--- config.mk ---
export PLATFORM = sky130hd
export DESIGN_NAME = ram_arbiter
export DESIGN_NICKNAME = d
export VERILOG_FILES = /design/src/rtl/ram_arbiter.sv
export SDC_FILE = /design/constraint.sdc
export NUM_CORES = 1
export LEC_CHECK = 0
export ABC_CLOCK_PERIOD_IN_PS = 2930
export CELL_PAD_IN_SITES_DETAIL_PLACEMENT = 0
export CELL_PAD_IN_SITES_GLOBAL_PLACEMENT = 1
export CORE_UTILIZATION = 17
export CTS_CLUSTER_DIAMETER = 50
export CTS_CLUSTER_SIZE = 30
export DETAILED_ROUTE_END_ITERATION = 8
export PLACE_DENSITY = 0.79
export SLEW_MARGIN = 5
export SYNTH_ARGS = -nofsm -noshare
export SYNTH_HDL_FRONTEND = slang
export SYNTH_SLANG_ARGS = --single-unit
--- constraint.sdc ---
create_clock -name clk -period 2.93 [get_ports clk]
set_input_delay 0.293 -clock clk [delete_from_list [all_inputs] [get_ports clk]]
set_output_delay 0.293 -clock clk [all_outputs]
set_load 0.03 [all_outputs]
--- src/rtl/ram_arbiter.sv ---
// Two-port arbiter sharing one synchronous single-port RAM between a CPU (port 0)
// and a program loader (port 1), with round-robin tie-break and a burst cap.
module ram_arbiter #(
  parameter int MAX_BURST = 8
) (
  input  logic        clk,
  input  logic        rst,
  input  logic        req0,
  input  logic        we0,
  input  logic [15:0] addr0,
  input  logic [15:0] wdata0,
  output logic        gnt0,
  output logic        rvalid0,
  output logic [15:0] rdata0,
  input  logic        req1,
  input  logic        we1,
  input  logic [15:0] addr1,
  input  logic [15:0] wdata1,
  output logic        gnt1,
  output logic        rvalid1,
  output logic [15:0] rdata1,
  output logic        ram_we,
  output logic [15:0] ram_addr,
  output logic [15:0] ram_wdata,
  input  logic [15:0] ram_rdata
);

  typedef enum logic [1:0] {IDLE, OWN0, OWN1} state_t;

  localparam logic [7:0] BURST_MAX = 8'(MAX_BURST);

  state_t      state_q, state_d;
  logic        last_owner_q, last_owner_d;
  logic [7:0]  burst_cnt_q, burst_cnt_d;
  logic        ready_q;
  logic        rvalid0_q, rvalid0_d;
  logic        rvalid1_q, rvalid1_d;
  logic        acc0, acc1, access, burst_done;
  logic [7:0]  cnt_inc;

  always_comb begin
    acc0       = (state_q == OWN0) && req0;
    acc1       = (state_q == OWN1) && req1;
    access     = acc0 || acc1;
    cnt_inc    = (burst_cnt_q == BURST_MAX) ? BURST_MAX : burst_cnt_q + 8'd1;
    // The access that fills the burst is the owner's last one when the other side waits.
    burst_done = access && (cnt_inc == BURST_MAX);

    state_d      = state_q;
    last_owner_d = last_owner_q;
    burst_cnt_d  = burst_cnt_q;

    case (state_q)
      IDLE: begin
        if (ready_q) begin
          if (req0 && (!req1 || last_owner_q)) state_d = OWN0;
          else if (req1)                       state_d = OWN1;
        end
      end
      OWN0: begin
        if (!req0)                     state_d = req1 ? OWN1 : IDLE;
        else if (burst_done && req1)   state_d = OWN1;
      end
      OWN1: begin
        if (!req1)                     state_d = req0 ? OWN0 : IDLE;
        else if (burst_done && req0)   state_d = OWN0;
      end
      default: state_d = IDLE;
    endcase

    if (state_d != state_q) begin
      burst_cnt_d = 8'd0;
      if (state_d == OWN0)      last_owner_d = 1'b0;
      else if (state_d == OWN1) last_owner_d = 1'b1;
    end else if (access) begin
      burst_cnt_d = cnt_inc;
    end

    rvalid0_d = acc0 && !we0;
    rvalid1_d = acc1 && !we1;
  end

  // ready_q holds off arbitration for the first edge after reset release.
  always_ff @(posedge clk or negedge rst) begin
    if (!rst) begin
      state_q      <= IDLE;
      last_owner_q <= 1'b1;
      burst_cnt_q  <= 8'd0;
      ready_q      <= 1'b0;
      rvalid0_q    <= 1'b0;
      rvalid1_q    <= 1'b0;
    end else begin
      state_q      <= state_d;
      last_owner_q <= last_owner_d;
      burst_cnt_q  <= burst_cnt_d;
      ready_q      <= 1'b1;
      rvalid0_q    <= rvalid0_d;
      rvalid1_q    <= rvalid1_d;
    end
  end

  assign gnt0      = (state_q == OWN0);
  assign gnt1      = (state_q == OWN1);
  assign ram_we    = acc0 ? we0    : (acc1 ? we1    : 1'b0);
  assign ram_addr  = acc0 ? addr0  : (acc1 ? addr1  : 16'h0000);
  assign ram_wdata = acc0 ? wdata0 : (acc1 ? wdata1 : 16'h0000);
  assign rvalid0   = rvalid0_q;
  assign rvalid1   = rvalid1_q;
  assign rdata0    = rvalid0_q ? ram_rdata : 16'h0000;
  assign rdata1    = rvalid1_q ? ram_rdata : 16'h0000;

endmodule
==> results.yml, run 1 <==
status:
  outcome: "finished, final reports clean"
routing:
  drt-vias-per-instance: 4.539
  dr.pass1.iters: 4
  vias: 2047
  wl_per_cell_um: 14.56
  ant_nets: 0
  finalWirelength_mm: 6.566
  drt_iter0_drc: 37
  drcViolationCount: 0
timing:
  max-slew-margin-rel_pct: 53.45
  worstMarginPinSlew_ns: 0.6961
  fin_crit_sh_pct: 98.04
  finalMaxSlewViolations: 0
  tns_ns: 0
  clock.fmax_mhz: 348.1
  period_needed_ns: 2.873
  rsz0062_at_grt: "true"
  fin_skew_ns: 0.003195
  setup_viol: 0
  finalHoldViolCount: 0
clock_tree:
  root_buffer: "clkbuf_8"
  clk_latency_ns: 0.25
  numCtsBuffers: 3
  cts.sinks: 14
  path_clk_slew_ns: 0.07
  cts_tree: "yes"
  postCtsHoldBufs: 0
  cts.path.max_buffers: 2
  htreeDepth: 1
power_and_ir_drop:
  p_comb_share_pct: 62.3
  leakagePower_nw: 1.403
  p_clk_share_pct: 17.3
  vdd_ir_drop_max_mv: 0.1197
  p_per_area_nw_per_um2: 349.3
  share_seq_of_total_power_pct: 20.3
  total_power_w: 0.001160
  p_sw_share_pct: 40.88
  switchingPower_w: 0.0004740
  internal_power_w: 0.0006855
synth:
  synth_cells: 184
  ys_warn_count: 0
  synth_ff_type: "dfrtp_1"
  yosysUniqueCellTypes: 44
  synth_edf_count: 0
  synth.avg_cell_area_um2: 8.187
  synthArstFlopShare_pct: 100.0
  synth-seq-area-share_pct: 23.34
  syn_nets: 273
  synth_area_um2: 1506
  synth.ff_latch_count: 14
critical_path:
  end_kind: "register"
  cp_max_fo: 4
  r2r_slack_ns: 0.06
  path_class: "reg2reg"
  required_ns: 3.11
  startpoint_type: "register"
  cp.arrival_ns: 3.05
floorplan:
  die_h_um: 96.14
  pin_count: 155
  die_x_um: 96.14
  dieArea_um2: 9242
  core_area_um2: 8382
  rows: 33
  start_util_pct: 17.97
placed_design:
  dp_hpwl_mm: 5.204
  portBuffers: 154
  dp_cells: 443
  gp_congestion: 0.8042
final_layout:
  num-nets-final: 436
  syn_to_final_growth_pct: 120.3
  layout_common_cells: "121 x clkdlybuf4s50_1, 49 x buf_4, 33 x a22o_1"
  n_antenna_cell: 0
  fin_cells: 451
  drive_above_1_share_pct: 20.23
  num-fill-cells: 849
  layout_commonest_cell: "clkdlybuf4s50_1"
global_route:
  grt_usage_pct: 12.40
  grt_max_degree: 38
  antenna_found_initial: 0
  grt_pass1_wl_mm: 8.763
  grt_pass1_vias: 1808
  gr-total-overflow: 0
run:
  max_cap_viol_count: 0
hold_path:
  min_path_type: "in2async"
[cell usage after synthesis, drive strengths merged (3+ instances only)]
library cell / n / share of area [%]
xnor2: 5 / 2.9
nand3: 4 / 1.3
and2: 32 / 13
xor2: 3 / 1.7
o21ai: 5 / 1.9
nor3: 3 / 1.0
nor2b: 3 / 1.2
ha: 3 / 2.5
buf: 9 / 3.7
dfrtp: 13 / 22
clkbuf: 6 / 1.5
inv: 4 / 1.0
a22o: 33 / 19
nand2: 9 / 2.2
a21oi: 3 / 1.0
nor2: 16 / 4.0
or3: 3 / 1.2
[state kept, by name (all words and copies together), names as in the netlist]
register / flops
ready_q: 1
state_q: 2
rvalid0: 1
rvalid1: 1
last_owner_q: 1
burst_cnt_q: 8
[worst max-delay path, cell delays in order (launching register included)]
cell and delay (ns):
dfrtp_1 0.41, buf_4 0.15, nand3_1 0.13, xor2_1 0.39, a311o_1 0.26, buf_4 0.15, nor2_2 0.04, a311oi_2 0.33
ha_1 0.32, nor4_2 0.28, a311oi_2 0.16, mux2i_1 0.17
[metrics by stage]
stage | utilization [%] | hold WS (ns) | setup WS (ns) | instance area [um2]
after floorplan | - | -0.002591 | 0.09751 | 1506
after global placement | 37.80 | 0.4911 | 0.03047 | 3168
after detailed placement | 37.80 | 0.4853 | -0.07176 | 3168
after CTS | 38.53 | 0.4940 | 0.03694 | 3229
after global routing | 39.60 | 0.5133 | -0.1574 | 3319
final | 39.60 | 0.4567 | 0.05748 | 3319
[timing repair]
| action | in CTS | in global routing |
|---|---|---|
| setup endpoints to repair | 1 | 1 |
| resized for setup | 1 | 11 |
| setup buffers | 0 | 4 |
| pin swaps | 1 | 6 |
[area by class of cell]
| cell class | count | area (um2) | area share [%] |
|---|---|---|---|
| clock buffer | 4 | 55.05 | 1.659 |
| multi-input combinational | 151 | 1125 | 33.89 |
| tap | 105 | 131.4 | 3.958 |
| inverter | 4 | 15.01 | 0.4523 |
| sequential | 14 | 354.1 | 10.67 |
| timing repair buffer | 173 | 1639 | 49.38 |
[routing by layer]
metal	GRT usage (%)	up-vias	wire length, um
met5	0	-	0
met4	3.234	0	81
met3	3.160	8	586
li1	-	995	-
met2	22.28	93	3393
met1	14.48	951	2504
[final timing paths]
kind,startpoint,depth (start not counted),end
min reg2reg,last_owner_q,2,last_owner_q
max reg2reg,burst_cnt_q[0],11,last_owner_q
max in group asynchronous,rst,1,burst_cnt_q[6]
max,burst_cnt_q[0],11,last_owner_q
min in group clk,last_owner_q,2,last_owner_q
min,rst,1,burst_cnt_q[5]
[cell families (layout without fill, tap and decap cells)]
logic type,after synthesis,count (layout),share of synthesized area (%)
other,1,1,0.2489
AO/OA/AOI/OAI,54,54,30.40
AND/OR/NAND/NOR,83,83,31.31
adder cells (fa/ha/maj),3,3,2.492
multiplexers,2,2,1.329
flip-flops,14,14,23.34
XOR/XNOR,8,8,4.651
buffers and inverters,19,181,6.229
[power by group through the flow]
stage	Clock (W)	Sequential [W]	Combinational [W]
after detailed placement	0	0.000240	0.000703
after global routing	0.000210	0.000238	0.000773
final	0.000201	0.000236	0.000723
after floorplan	0	0.000236	0.000371
after CTS	0.000202	0.000236	0.000708
after global placement	0	0.000240	0.000698
(Power assumes the default switching activity.)
==> run 2, diff against run 1 <==
--- a/config.mk
+++ b/config.mk
@@ -8,11 +8,12 @@
 export ABC_CLOCK_PERIOD_IN_PS = 2930
 export CELL_PAD_IN_SITES_DETAIL_PLACEMENT = 0
 export CELL_PAD_IN_SITES_GLOBAL_PLACEMENT = 1
-export CORE_UTILIZATION = 17
+export CORE_UTILIZATION = 26
 export CTS_CLUSTER_DIAMETER = 50
 export CTS_CLUSTER_SIZE = 30
 export DETAILED_ROUTE_END_ITERATION = 8
-export PLACE_DENSITY = 0.79
+export DONT_BUFFER_PORTS = 1
+export PLACE_DENSITY = 0.58
 export SLEW_MARGIN = 5
 export SYNTH_ARGS = -nofsm -noshare
 export SYNTH_HDL_FRONTEND = slang
==> results.yml, run 2 (same netlist as run 1, synthesis figures left out) <==
routing:
  finalWirelength_mm: 4.192
  drt-vias-per-instance: 5.743
  ant_nets: 0
  vias: 1499
  drcViolationCount: 0
  wl_per_cell_um: 16.06
  dr.pass1.iters: 5
  drt_iter0_drc: 59
global_route:
  gr-usage-met3_pct: 3.605
  gr-total-overflow: 0
  busiest_layer: "met2"
  grt_max_degree: 38
  grtUsageMet1_pct: 15.89
  grt_usage_pct: 12.45
  grt_use_met2_pct: 21.14
  antenna_found_initial: 0
  grt_pass1_wl_mm: 6.058
  grt_pass1_vias: 1212
critical_path:
  startpoint_type: "register"
  cp_max_fo: 5
  required_ns: 3.11
  path_class: "reg2reg"
  cp.arrival_ns: 3.07
  end_kind: "register"
placed_design:
  dp_hpwl_mm: 3.222
  portBuffers: 0
  gp_congestion: 0.7661
  dpl_cell_area_um2: 1608
final_layout:
  layout_commonest_cell: "a22o_1"
  reg_top3: "burst_cnt_q (8), state_q (2)"
  syn_to_final_growth_pct: 16.45
  layout_common_cells: "33 x a22o_1, 32 x and2_1, 14 x nor2_1, 14 x buf_4, 12 x dfrtp_1"
  utilization_pct: 31.66
  num-nets-final: 279
  num-fill-cells: 571
  drive_above_1_share_pct: 17.99
  largest-register: "burst_cnt_q"
  n_antenna_cell: 0
  multi_input_area_um2: 1115
  seqCellArea_um2: 352.8
  largest_reg_flops: 8
  fin_area_um2: 1754
timing:
  worstMarginPinSlew_ns: 0.7173
  tns_ns: 0
  finalHoldViolCount: 0
  fin_crit_sh_pct: 98.58
  setup_viol: 0
  rsz0062_at_grt: "true"
  period_needed_ns: 2.889
  max-slew-margin-rel_pct: 52.02
  clock.fmax_mhz: 346.2
  fin_skew_ns: 0.003656
  finalMaxSlewViolations: 0
clock_tree:
  htreeDepth: 1
  cts.sinks: 14
  path_clk_slew_ns: 0.07
  clk_latency_ns: 0.25
  cts_tree: "yes"
  root_buffer: "clkbuf_8"
  numCtsBuffers: 3
  cts.path.max_buffers: 2
floorplan:
  core_area_um2: 5540
  die_h_um: 78.12
  pin_count: 155
  start_util_pct: 27.19
  dieArea_um2: 6103
  die_x_um: 78.12
  rows: 27
power_and_ir_drop:
  vdd_ir_drop_max_mv: 0.2022
  total_power_w: 0.0008924
  p_per_area_nw_per_um2: 508.7
  leakagePower_nw: 0.7374
hold_path:
  min_path_type: "in2reg"
run:
  max_cap_viol_count: 0
status:
  outcome: "finished, final reports clean"
==> run 2: routing by layer <==
| layer | share of wire (%) | up-vias | wire length [um] |
|---|---|---|---|
| met1 | 42 | 689 | 1754 |
| met3 | 8.6 | 4 | 360 |
| met5 | 0 | - | 0 |
| met2 | 49 | 122 | 2059 |
| met4 | 0.41 | 0 | 17 |
| li1 | - | 684 | - |
==> run 2: critical path: stages (launching register included) <==
cell and delay [ns]:
dfrtp_1 0.43, ha_2 0.21, or3_4 0.33, a311o_1 0.42, o211a_1 0.25, a311oi_2 0.24
ha_1 0.22, nor2_1 0.06, nor4b_4 0.15, a311oi_2 0.29, mux2i_1 0.22
==> run 2: area by class of cell <==
cell class                      instances  share of cell area (%)
Multi-Input combinational cell        151                   63.55
Tap cell                               72                   5.136
Timing Repair Buffer                   16                   7.204
Sequential cell                        14                   20.11
Clock buffer                            4                   3.138
Inverter                                4                  0.8559
==> run 2: repair_timing <==
action	4_1_cts	5_1_grt
hold endpoints to repair	14	0
setup buffers	0	3
pin swaps	2	8
resized for setup	2	10
endpoints found under the setup margin	1	1
hold buffers	1	0
==> run 2: where the power goes <==
part	switching (W)	internal, W	leakage (nW)
sequential	0.0000225	0.000216	0.185
clock	0.0000812	0.000119	0.0288
combinational	0.000314	0.000139	0.524
==> run 2: final timing paths <==
check,startpoint,endpoint,slack (ns),depth (start not counted)
max reg2reg,burst_cnt_q[1],last_owner_q,0.04,10
max,burst_cnt_q[1],last_owner_q,0.04,10
min reg2reg,last_owner_q,last_owner_q,0.49,2
min in group asynchronous,rst,burst_cnt_q[3],0.53,1
max in group asynchronous,rst,burst_cnt_q[5],1.90,1
min,we0,rvalid0,0.1,1
==> run 2: metrics by stage <==
stage | setup WS, ns | hold slack [ns] | cells
after CTS | 0.008673 | 0.08952 | 258
after global placement | 0.09006 | -0.001990 | 253
after detailed placement | -0.03250 | -0.001976 | 253
final | 0.04147 | 0.09602 | 261
after global routing | -0.08216 | 0.08967 | 261
after floorplan | 0.09751 | -0.002591 | 184
==> edit, RTL diff (flow settings as in run 2) <==
Make the reset (`rst`) synchronous in one clocked block.
--- a/src/rtl/ram_arbiter.sv
+++ b/src/rtl/ram_arbiter.sv
@@ -81,7 +81,7 @@
   end
 
   // ready_q holds off arbitration for the first edge after reset release.
-  always_ff @(posedge clk or negedge rst) begin
+  always_ff @(posedge clk) begin
     if (!rst) begin
       state_q      <= IDLE;
       last_owner_q <= 1'b1;
Formal check against the unedited RTL: differs if rst is asserted again (counterexample within 4 cycles, from zero or initial values and one cycle with rst low); with rst held inactive, the same outputs for 10 cycles.
==> edit against run 2 <==
Setup slack better by 0.22 ns; largest cell class unchanged; die area up 1.5%; critical path type unchanged; count of clock-buffer cells in the layout unchanged; sequential cell count unchanged; via count down 1.9%; area after synthesis up 1.6%; non-clock buffer count down 11; hold slack worse by 0.030 ns; wire length up 8.5%; cell area down 6.4%.
Power is not compared: it rests on default switching activity, and its combinational part moved more than twofold at a synthesized area within 25%.
==> edit: results (changes against run 2) <==
stage,metric,value,unit,change
global_route,number of global-route vias before repair,1288,,+6.3%
detailed_routing,drt via density,5.70,,-0.73%
placement,DP Cell Count,254,,+0.40%
placement,GPL Wtd Cong,0.812,,+5.9%
clocking,clock root buffer master,clkbuf_8,,
cells_and_area,layout cells sized above 1,9.14,%,-8.8 points
placement,"Cell Area, Placed",1590,um2,-1.3%
clocking,CTS H-tree lvls,1,,unchanged
placement,pre-CTS WS,0.268,ns,+0.300 ns
global_route,largest net degree at the start of global routing,43,,+13%
global_route,GRT Util Overall,13.6,%,+1.1 points
cells_and_area,non-filler cells in the finished layout,258,,-1.1%
sta,Hold Slack,0.0663,ns,-0.0298 ns
clocking,TritonCTS Buffers,3,,unchanged
synth,warnings from Yosys,0,,unchanged
placement,Port Buffers,0,,unchanged
synth,Post-synth top flop,dfxtp_1,,
synth,"Seq/Total Area, Yosys",18.3,%,-5.0 points
power_and_ir_drop,Worst VDD drop,0.134,mV,
sta,Clock Skew,0.00299,ns,-0.000667 ns
min_path,Hold WC Path Type,in -> reg,,
clocking,CTS resizes,0,,-2
worst_setup_path,Critical Path AT,2.82,ns,-0.25 ns
worst_setup_path,"Slowest-stage cell, CP",nor4_1,,
synth,commonest cells in the netlist,"a22o_1, and2_1, dfxtp_1",,
synth,Synth area leaders,"a22o_1, dfxtp_1, and2_1, a21oi_1, xnor2_1",,
sta,final worst slack,0.263,ns,+0.222 ns
cells_and_area,ANT cells,0,,unchanged
placement,hpwl dp,3.51,mm,+8.8%
synth,syn_nets,283,,+3.7%
cells_and_area,biggest regs,"burst_cnt_q x8, state_q x2",,
synth,Unique masters post-synth,45,,+2.3%
clocking,clk buf depth,2,,unchanged
clocking,post-CTS setup buffer count,0,,unchanged
detailed_routing,WL per Instance,17.6,um,+9.8%
worst_setup_path,CP max stage delay,0.39,ns,-0.04 ns
detailed_routing,Iter 0 DRT Violations,63,,+6.8%
global_route,initial antenna violation count,0,,unchanged
global_route,first-pass GRT wire length,6.58,mm,+8.5%
sta,Max-slew headroom,55.4,%,+3.3 points
synth,ys async rst share,0,%,-100 points
synth,Syn Inst Count,194,,+5.4%
clocking,clk_lat worst skew,0.25,ns,about the same
run_status,status,"complete, no violations",,
detailed_routing,First-pass DRT Iterations,4,,-1
worst_setup_path,crit-path max FO,7,,+2
power_and_ir_drop,leak pwr,0.631,nW,
clocking,CTS clock-pin slew for the worst setup and hold paths,0.06,ns,
[edit: kinds of logic (layout without fill, tap and decap cells)]
kind of cell	after synthesis	count (layout)	synth area share (%)
AND/OR/NAND/NOR	78	78	30.8
multiplexers	2	2	1.47
AO/OA/AOI/OAI	66	66	36.2
buffers and inverters	23	15	6.13
XOR/XNOR	8	8	4.58
adder cells (fa/ha/maj)	3	3	2.45
flip-flops	14	14	18.3
[edit: where the power goes]
part | switching (mW) | total (mW) | leakage (nW) | internal (mW)
clock network | 0.0754 | 0.195 | 0.0288 | 0.119
logic | 0.113 | 0.160 | 0.488 | 0.0465
registers | 0.0105 | 0.207 | 0.114 | 0.196
[edit: path summary, 6_finish.rpt]
path                                from  cells past startpoint                          end
max          burst_cnt_q[0]$_SDFFE_PP0N_                     10    last_owner_q$_SDFFE_PN1P_
min                                  rst                      0              ready_q$_DFF_P_
max reg2reg  burst_cnt_q[0]$_SDFFE_PP0N_                     10    last_owner_q$_SDFFE_PN1P_
min reg2reg  burst_cnt_q[6]$_SDFFE_PP0N_                      3  burst_cnt_q[6]$_SDFFE_PP0N_
[edit: critical path, delay by kind of cell, from the launching register on]
family | cells | cell delay (ns)
compound gates | 3 | 0.75
simple gates | 4 | 0.83
fa+ha+maj | 2 | 0.50
flops | 1 | 0.34
buf+inv | 1 | 0.15
[edit: layout make-up]
class                   count  area, um2
clock buffers               4       55.1
fillers                   599       3930
inverters                   6       22.5
multi-input cells         157       1160
flip-flops and latches     14        280
well taps                  72       90.1
repair buffers              5       37.5
[edit: per-layer routing]
layer	vias up	track usage (%)	wire length [um]
met1	686	15.2	1730
met3	8	3.45	371
li1	702	-	-
met4	0	4.81	92
met5	-	0	0
met2	75	24.5	2350
